$ cat src/rtl/render_sched_pkg.sv
`default_nettype none
// ---------------------------------------------------------------------------
// render_sched_pkg : shared types and widths for the render issue scheduler
// Rev 1.0
// ---------------------------------------------------------------------------
package render_sched_pkg;

  typedef enum logic [1:0] {
    S_IDLE  = 2'd0,
    S_ISSUE = 2'd1,
    S_DRAIN = 2'd2,
    S_DONE  = 2'd3
  } sched_state_t;

  localparam int X_W          = 11;
  localparam int Y_W          = 10;
  localparam int OUT_W        = 10;
  localparam int PIPE_LATENCY = 276;

endpackage
`default_nettype wire

$ cat src/rtl/sat_updown_counter.sv
`default_nettype none
// ---------------------------------------------------------------------------
// sat_updown_counter : saturating up/down counter with overflow/underflow flags
// Rev 1.0
// ---------------------------------------------------------------------------
module sat_updown_counter #(
  parameter int WIDTH   = 10,
  parameter int MAX     = 512,
  parameter int RST_VAL = 0
) (
  input  logic             clk,
  input  logic             rst,
  input  logic             i_inc,
  input  logic             i_dec,
  input  logic             i_clr,
  output logic [WIDTH-1:0] o_count,
  output logic             o_overflow,
  output logic             o_underflow
);

  localparam logic [WIDTH-1:0] c_MAX = WIDTH'(MAX);
  localparam logic [WIDTH-1:0] c_RST = WIDTH'(RST_VAL);

  logic [WIDTH-1:0] r_count;

  always_ff @(posedge clk) begin
    if (rst) begin
      r_count <= c_RST;
    end else if (i_clr) begin
      r_count <= '0;
    end else if (i_inc && !i_dec && (r_count != c_MAX)) begin
      r_count <= r_count + WIDTH'(1);
    end else if (i_dec && !i_inc && (r_count != '0)) begin
      r_count <= r_count - WIDTH'(1);
    end
  end

  // Flag the illegal event even when the opposite event cancels the count change
  assign o_overflow  = i_inc && (r_count == c_MAX);
  assign o_underflow = i_dec && (r_count == '0);
  assign o_count     = r_count;

endmodule
`default_nettype wire

$ cat src/rtl/render_issue_scheduler.sv
`default_nettype none
// ---------------------------------------------------------------------------
// render_issue_scheduler : credit-gated raster issue to the pixel pipeline
// Optional drain watchdog: SCHED_WATCHDOG_EN
// Rev 1.0
// ---------------------------------------------------------------------------
module render_issue_scheduler
  import render_sched_pkg::*;
#(
  parameter int H_ACTIVE    = 1024,
  parameter int V_ACTIVE    = 768,
  parameter int CREDITS     = 512,
  parameter int WDOG_CYCLES = 1024
) (
  input  logic             clk_in,
  input  logic             rst_in,
  input  logic             frame_start_in,
  output logic [X_W-1:0]   x_out,
  output logic [Y_W-1:0]   y_out,
  output logic             valid_out,
  input  logic             rgb_valid_in,
  input  logic             credit_return_in,
  output logic [OUT_W-1:0] outstanding_out,
  output logic             busy_out,
  output logic             frame_done_out,
  output logic             err_out
);

  localparam int             CNT_W    = $clog2(CREDITS + 1);
  localparam logic [X_W-1:0] c_X_LAST = X_W'(H_ACTIVE - 1);
  localparam logic [Y_W-1:0] c_Y_LAST = Y_W'(V_ACTIVE - 1);

  sched_state_t     r_state, w_state_nxt;
  logic [X_W-1:0]   r_x, r_x_out;
  logic [Y_W-1:0]   r_y, r_y_out;
  logic             r_valid_out, r_err;
  logic [CNT_W-1:0] w_credits, w_outstanding;
  logic             w_issue, w_last_px, w_abort;
  logic             w_cred_ovf, w_cred_udf, w_outs_ovf, w_outs_udf;

  assign w_last_px = (r_x == c_X_LAST) && (r_y == c_Y_LAST);

  always_ff @(posedge clk_in) begin
    if (rst_in) r_state <= S_IDLE;
    else        r_state <= w_state_nxt;
  end

  always_comb begin
    w_state_nxt    = r_state;
    w_issue        = 1'b0;
    busy_out       = (r_state != S_IDLE);
    frame_done_out = (r_state == S_DONE);
    case (r_state)
      S_IDLE:  if (frame_start_in) w_state_nxt = S_ISSUE;
      S_ISSUE: begin
        w_issue = (w_credits != '0);
        if (w_issue && w_last_px) w_state_nxt = S_DRAIN;
      end
      S_DRAIN: if (w_outstanding == '0) w_state_nxt = S_DONE;
      S_DONE:  w_state_nxt = S_IDLE;
      default: w_state_nxt = S_IDLE;
    endcase
    if (w_abort) w_state_nxt = S_IDLE;
  end

  always_ff @(posedge clk_in) begin
    if (rst_in) begin
      r_x         <= '0;
      r_y         <= '0;
      r_x_out     <= '0;
      r_y_out     <= '0;
      r_valid_out <= 1'b0;
      r_err       <= 1'b0;
    end else begin
      r_valid_out <= w_issue;
      if (w_issue) begin
        r_x_out <= r_x;
        r_y_out <= r_y;
      end
      if (w_abort) begin
        r_x <= '0;
        r_y <= '0;
      end else if (w_issue) begin
        if (r_x == c_X_LAST) begin
          r_x <= '0;
          r_y <= (r_y == c_Y_LAST) ? '0 : r_y + Y_W'(1);
        end else begin
          r_x <= r_x + X_W'(1);
        end
      end
      if (w_cred_ovf || w_cred_udf || w_outs_ovf || w_outs_udf || w_abort) r_err <= 1'b1;
    end
  end

  sat_updown_counter #(.WIDTH(CNT_W), .MAX(CREDITS), .RST_VAL(CREDITS)) u_credits (
    .clk         (clk_in),
    .rst         (rst_in),
    .i_inc       (credit_return_in),
    .i_dec       (w_issue),
    .i_clr       (1'b0),
    .o_count     (w_credits),
    .o_overflow  (w_cred_ovf),
    .o_underflow (w_cred_udf)
  );

  sat_updown_counter #(.WIDTH(CNT_W), .MAX(CREDITS), .RST_VAL(0)) u_outstanding (
    .clk         (clk_in),
    .rst         (rst_in),
    .i_inc       (w_issue),
    .i_dec       (rgb_valid_in),
    .i_clr       (w_abort),
    .o_count     (w_outstanding),
    .o_overflow  (w_outs_ovf),
    .o_underflow (w_outs_udf)
  );

`ifdef SCHED_WATCHDOG_EN
  localparam int WD_W = $clog2(WDOG_CYCLES + 1);

  logic [WD_W-1:0] r_wdog;
  logic            w_wd_restart;

  // Issue counts as progress too, so a credit-starved frame times out from its last issue
  assign w_wd_restart = w_issue || rgb_valid_in || (w_outstanding == '0);
  assign w_abort      = !w_wd_restart && (r_wdog == WD_W'(WDOG_CYCLES - 1));

  always_ff @(posedge clk_in) begin
    if (rst_in || w_wd_restart || w_abort) r_wdog <= '0;
    else                                   r_wdog <= r_wdog + WD_W'(1);
  end
`else
  logic w_unused_wdog;
  assign w_unused_wdog = |WDOG_CYCLES;
  assign w_abort       = 1'b0;
`endif

  assign x_out           = r_x_out;
  assign y_out           = r_y_out;
  assign valid_out       = r_valid_out;
  assign outstanding_out = OUT_W'(w_outstanding);
  assign err_out         = r_err;

endmodule
`default_nettype wire
$ cat config.mk
export PLATFORM = sky130hd
export DESIGN_NAME = render_issue_scheduler
export DESIGN_NICKNAME = d
export VERILOG_FILES = /design/src/rtl/render_sched_pkg.sv /design/src/rtl/sat_updown_counter.sv /design/src/rtl/render_issue_scheduler.sv
export SDC_FILE = /design/constraint.sdc
export NUM_CORES = 1
export LEC_CHECK = 0
export BUFFER_PORTS_ARGS = -buffer_cell sky130_fd_sc_hd__buf_2
export CAP_MARGIN = 20
export CORE_MARGIN = 3
export CORE_UTILIZATION = 50
export CTS_CLUSTER_SIZE = 40
export DETAILED_ROUTE_END_ITERATION = 10
export PLACE_DENSITY_LB_ADDON = 0.2
export SLEW_MARGIN = 20
export SYNTH_ARGS = -nofsm -noshare
export SYNTH_HDL_FRONTEND = slang
export SYNTH_HIERARCHICAL = 1
export SYNTH_SLANG_ARGS = --single-unit
$ cat constraint.sdc
create_clock -name clk_in -period 5.1 [get_ports clk_in]
set_input_delay 0 -clock clk_in [delete_from_list [all_inputs] [get_ports clk_in]]
set_output_delay 0 -clock clk_in [all_outputs]
set_load 0.1 [all_outputs]
==> flow_summary.yaml, run 1 <==
cts:
  cts.sinks: 66
  htree_levels: 3
  insertion_delay_ns: 0.34
  cts-root-buf: "clkbuf_8"
  cts-hold-fix-buffers: 0
  numCtsBuffers: 9
  clk_path_buf_depth: 2
  postCtsSetupRepairBufs: 0
  post_cts_resized: 0
  cts_tree: "yes"
  clk_pin_slew_ns: 0.08
logic_synthesis:
  yosys.area_share.adder: 0.0886
  synth-seq-cells: 66
  async_flop_share: 0
  synth_edf_count: 0
  synth-simple-area-share: 0.264
  syn_area_um2: 3700
  synth-compound-area-share: 0.168
  ys_seq_area_frac: 0.357
  ys.flop_type: "dfxtp_1"
  synth_cell_types: 65
  avgSynthCellArea_um2: 8.31
  synth_xor_area_frac: 0.0473
  synth_cells: 445
  yosys_warnings: 6
  muxShareOfSynthArea: 0.0358
  synth_top_family_by_area: "simple AND/OR/NAND/NOR gates"
setup_path:
  cp-start-kind: "register"
  critPathCaptureType: "register"
  worstSetupPathType: "reg2reg"
  cp.arrival_ns: 4.34
  critPathMaxFanout: 41
  required_ns: 5.39
global_routing:
  gr-usage-met2: 0.305
  grt_pass1_vias: 2960
  grt_remaining_overflow: 0
  grt_max_degree: 51
  antenna_found_initial: 0
  met3_usage: 0.0394
  busiest_layer: "met2"
  grt_pass1_wl_um: 13500
  use_met1: 0.262
  grt.total_usage: 0.194
routing:
  drc: 0
  wl_um: 7700
  routedWlPerCell_um: 13.1
  num_vias: 3183
  dr.pass1.iters: 4
  postRouteAntennaNets: 0
  avgViaCountPerCell: 5.43
  drt_iter0_drc: 99
timing:
  worstMarginPinSlew_ns: 0.964
  timing.final.crit_share: 0.794
  setup_tns_ns: 0
  finClkSkew_ns: 0.0106
  grt_setup_unrepaired: "no"
  fmax_ghz: 0.247
  relSlewSlack: 0.351
  final_hold_viol_count: 0
  maxSlewViolCount: 0
  setup_viol: 0
  post-route-min-period_ns: 4.05
floorplan:
  core_um2: 6980
  rows: 30
  dieArea_um2: 8470
  num_io_pins: 40
  start_util: 0.530
  die_h_um: 92.0
  dieWidth_um: 92.0
placement:
  dp_hpwl_um: 5420
  place_congestion: 0.829
  portBuffers: 39
  dpl-instance-area_um2: 3980
final_layout:
  finish.utilization: 0.607
  nets: 515
  design_area_um2: 4240
  antenna-diode-count: 0
  drive_gt1_frac: 0.176
  area_growth_pct: 14.6
min_path:
  hold_path.class: "in2reg"
status:
  outcome: "finished clean"
job:
  drv_cap: 0
==> sequential cells by signal (all words and copies together) (netlist names) <==
signal / cells
u_outstanding/o_count: 10
x_out: 11
r_x: 11
r_y: 10
err_out: 1
r_state: 2
valid_out: 1
u_credits/o_count: 10
y_out: 10
==> cells in the final DEF (no fill, tap or decap), types with 3 or more instances in the layout <==
master / netlist / final
conb_1: 1 / 5
o21a_1: 3 / 3
o21ai_4: 3 / 3
nor3b_1: 3 / 3
dfxtp_1: 66 / 66
nor4_1: 5 / 5
or3_1: 3 / 3
nand4_1: 8 / 8
buf_2: 4 / 39
inv_1: 15 / 15
xnor2_1: 9 / 9
bufinv_16: 0 / 4
nor2_1: 53 / 53
a21o_1: 3 / 3
and2_1: 4 / 4
a31oi_1: 3 / 3
ha_1: 23 / 23
or4_1: 4 / 4
nor2b_1: 3 / 3
o21ai_0: 10 / 10
or2_2: 3 / 3
nand3_1: 18 / 18
nor3_1: 11 / 11
o31a_1: 3 / 3
nand2_1: 59 / 59
xor2_1: 11 / 11
clkbuf_8: 0 / 9
a21oi_1: 47 / 47
mux2i_1: 11 / 11
a211oi_2: 4 / 4
==> routing by layer <==
metal  part of all wire  up-vias
li1                   -     1641
met1               0.50     1488
met2               0.45       44
met3              0.033       10
met4              0.014        0
met5                  0        -
==> final cells by class <==
class / count / area [um2]
fillers: 659 / 2740
multi-input cells: 351 / 2270
flip-flops and latches: 66 / 1320
repair buffers: 40 / 203
clock inverters: 6 / 138
clock buffers: 10 / 128
well taps: 96 / 120
inverters: 17 / 63.8
==> cells by family after synthesis <==
family | Yosys count
AO/OA/AOI/OAI | 95
XOR/XNOR | 20
adder cells (fa/ha/maj) | 25
buffers and inverters | 32
flip-flops | 66
multiplexers | 12
other | 1
AND/OR/NAND/NOR | 194
==> worst max-delay path, stage by stage, from the launching register on <==
cell and delay (ns):
dfxtp_1 0.34, or4_1 0.59, o31ai_4 0.23, buf_4 0.32, inv_2 0.32, or2b_1 0.28
a21o_2 0.25, inv_1 0.09, fa_1 0.41, nor2b_1 0.20, o31a_1 0.17, or2_4 0.13
o311ai_1 0.09, or4b_1 0.48, nand3_1 0.09
==> synth_stat cells (7+ instances only) <==
library cell,n,share of area
a21oi_1,47,0.064
inv_1,15,0.015
nand3_1,18,0.024
nor2_1,53,0.054
nor3_1,11,0.015
xor2_1,11,0.026
nand2_1,59,0.060
xnor2_1,9,0.021
ha_1,23,0.078
clkbuf_1,7,0.0071
nand4_1,8,0.014
mux2i_1,11,0.030
dfxtp_1,66,0.36
o21ai_0,10,0.014
==> metrics by stage <==
stage | std cells | hold slack [ns] | setup slack, ns
finish | 586 | 0.0868 | 1.05
global route | 586 | 0.144 | 0.727
CTS | 586 | 0.0845 | 1.04
detailed placement | 570 | 0.445 | 1.09
global placement | 570 | 0.423 | 1.17
floorplan | 449 | 0.106 | 1.61
==> worst paths after layout <==
kind | slack [ns] | endpoint | cells after the start | start
worst max register to register | 1.05 | u_outstanding/o_count[8] | 14 | u_credits/o_count[7]
worst min-delay path | 0.09 | err_out | 4 | rgb_valid_in
worst max-delay path | 1.05 | u_outstanding/o_count[8] | 14 | u_credits/o_count[7]
worst min register to register | 0.45 | y_out[6] | 2 | y_out[6]
Power of run 1 is not shown: default switching activity piles up to over one toggle a cycle in this logic, so the estimate is an artifact.
==> run 2, diff against run 1 <==
- clock period: 5.1 -> 3.53 ns (I/O delays scaled with it)
==> flow_summary.yaml, run 2 (same netlist as run 1, synthesis figures left out) <==
status:
  outcome: "finished clean"
global_routing:
  gr-usage-met2: 0.310
  grt.total_usage: 0.198
  antenna_found_initial: 0
  grt_pass1_wl_um: 13800
  use_met1: 0.269
  grt_pass1_vias: 3018
  met3_usage: 0.0468
  grt_max_degree: 51
  busiest_layer: "met2"
  grt_remaining_overflow: 0
timing:
  maxSlewViolCount: 0
  worstMarginPinSlew_ns: 0.855
  setup_tns_ns: 0
  relSlewSlack: 0.425
  timing.final.crit_share: 0.952
  final_hold_viol_count: 0
  finClkSkew_ns: 0.00664
  post-route-min-period_ns: 3.36
  setup_viol: 0
  fmax_ghz: 0.298
floorplan:
  core_um2: 6980
  die_h_um: 92.0
  start_util: 0.530
  dieArea_um2: 8470
  dieWidth_um: 92.0
  num_io_pins: 40
  rows: 30
routing:
  routedWlPerCell_um: 13.7
  avgViaCountPerCell: 5.51
  dr.pass1.iters: 8
  drc: 0
  wl_um: 8050
  num_vias: 3242
  postRouteAntennaNets: 0
  drt_iter0_drc: 121
cts:
  post_cts_resized: 0
  cts-root-buf: "clkbuf_8"
  postCtsSetupRepairBufs: 0
  cts-hold-fix-buffers: 0
  insertion_delay_ns: 0.34
  htree_levels: 3
  cts_tree: "yes"
  clk_path_buf_depth: 2
  clk_pin_slew_ns: 0.08
  cts.sinks: 66
  numCtsBuffers: 9
setup_path:
  reg2reg_slack_ns: 0.17
  startpoint: "u_credits/o_count[7]"
  worstSetupPathType: "reg2reg"
  critPathMaxFanout: 11
  required_ns: 3.82
  worstRegToRegCells: 13
  critPathCaptureType: "register"
  timing.rr.start: "u_credits/o_count[7]"
  cp.arrival_ns: 3.65
  cp-start-kind: "register"
  worst_r2r_endpoint: "u_outstanding/o_count[8]"
placement:
  portBuffers: 39
  dp_hpwl_um: 5560
  place_congestion: 0.855
final_layout:
  antenna-diode-count: 0
  multi_input_area_um2: 2280
  final_cell_mix: "66 x dfxtp_1, 59 x nand2_1, 52 x nor2_1, 47 x a21oi_1, 39 x buf_2"
  layout_commonest_cell: "dfxtp_1"
  nets: 517
  final-seq-area_um2: 1320
  drive_gt1_frac: 0.183
  area_growth_pct: 14.1
  fillCellCount: 644
min_path:
  holdPathStages: 4
  min_from: "rgb_valid_in"
  hold_path.class: "in2reg"
  hold_end: "err_out"
job:
  drv_cap: 0
==> run 2: cell types whose count changed in the layout (fill, tap and decap cells not counted) <==
cell,before,now
a21o_2,2,1
a21o_4,0,1
buf_4,1,3
bufinv_16,4,2
clkinvlp_4,0,3
inv_6,1,0
nor2_1,53,52
nor2_2,1,2
nor2b_1,3,2
nor2b_2,0,1
==> run 2: cell type report <==
type	instances	area share
clock buffers	10	0.0302
clock inverters	6	0.0216
inverters	17	0.0151
multi-input cells	351	0.540
flip-flops and latches	66	0.313
well taps	96	0.0285
repair buffers	42	0.0516
==> run 2: worst max-delay path, cell delays in order (launching register included) <==
cell      delay (ns)
dfxtp_1         0.34
or4_1           0.59
o31ai_4         0.27
inv_2           0.11
or2b_1          0.21
a21o_4          0.18
inv_1           0.07
fa_1            0.42
nor2b_2         0.16
o31a_1          0.15
or2_4           0.13
o311ai_1        0.09
or4b_1          0.48
nand3_1         0.09
==> run 2: per-stage QoR <==
step	cell area (um2)	hold slack, ns	instances	utilization	setup WS [ns]
after floorplan	3710	0.106	449	-	0.0440
after global placement	3990	0.413	572	0.572	0.212
after detailed placement	3990	0.421	572	0.572	0.123
after CTS	4210	0.0615	588	0.603	0.0944
after global routing	4220	0.119	588	0.604	-0.00453
final	4220	0.0671	588	0.604	0.171
==> run 2: worst max path at each step <==
| stage | end | slack [ns] | cells after the start |
|---|---|---|---|
| after floorplan | u_outstanding/o_count[8] | 0.04 | 14 |
| after global placement | u_outstanding/o_count[8] | 0.21 | 13 |
| after detailed placement | u_outstanding/o_count[8] | 0.12 | 13 |
| after CTS | u_outstanding/o_count[8] | 0.09 | 13 |
| after global routing | u_outstanding/o_count[8] | -0.005 | 13 |
| final | u_outstanding/o_count[8] | 0.17 | 13 |
==> run 2: per-layer routing <==
layer	vias up	part of all wire
met4	0	0.013
met1	1526	0.48
li1	1647	-
met2	60	0.47
met3	9	0.042
met5	-	0
Power of run 2 is left out for the same reason.
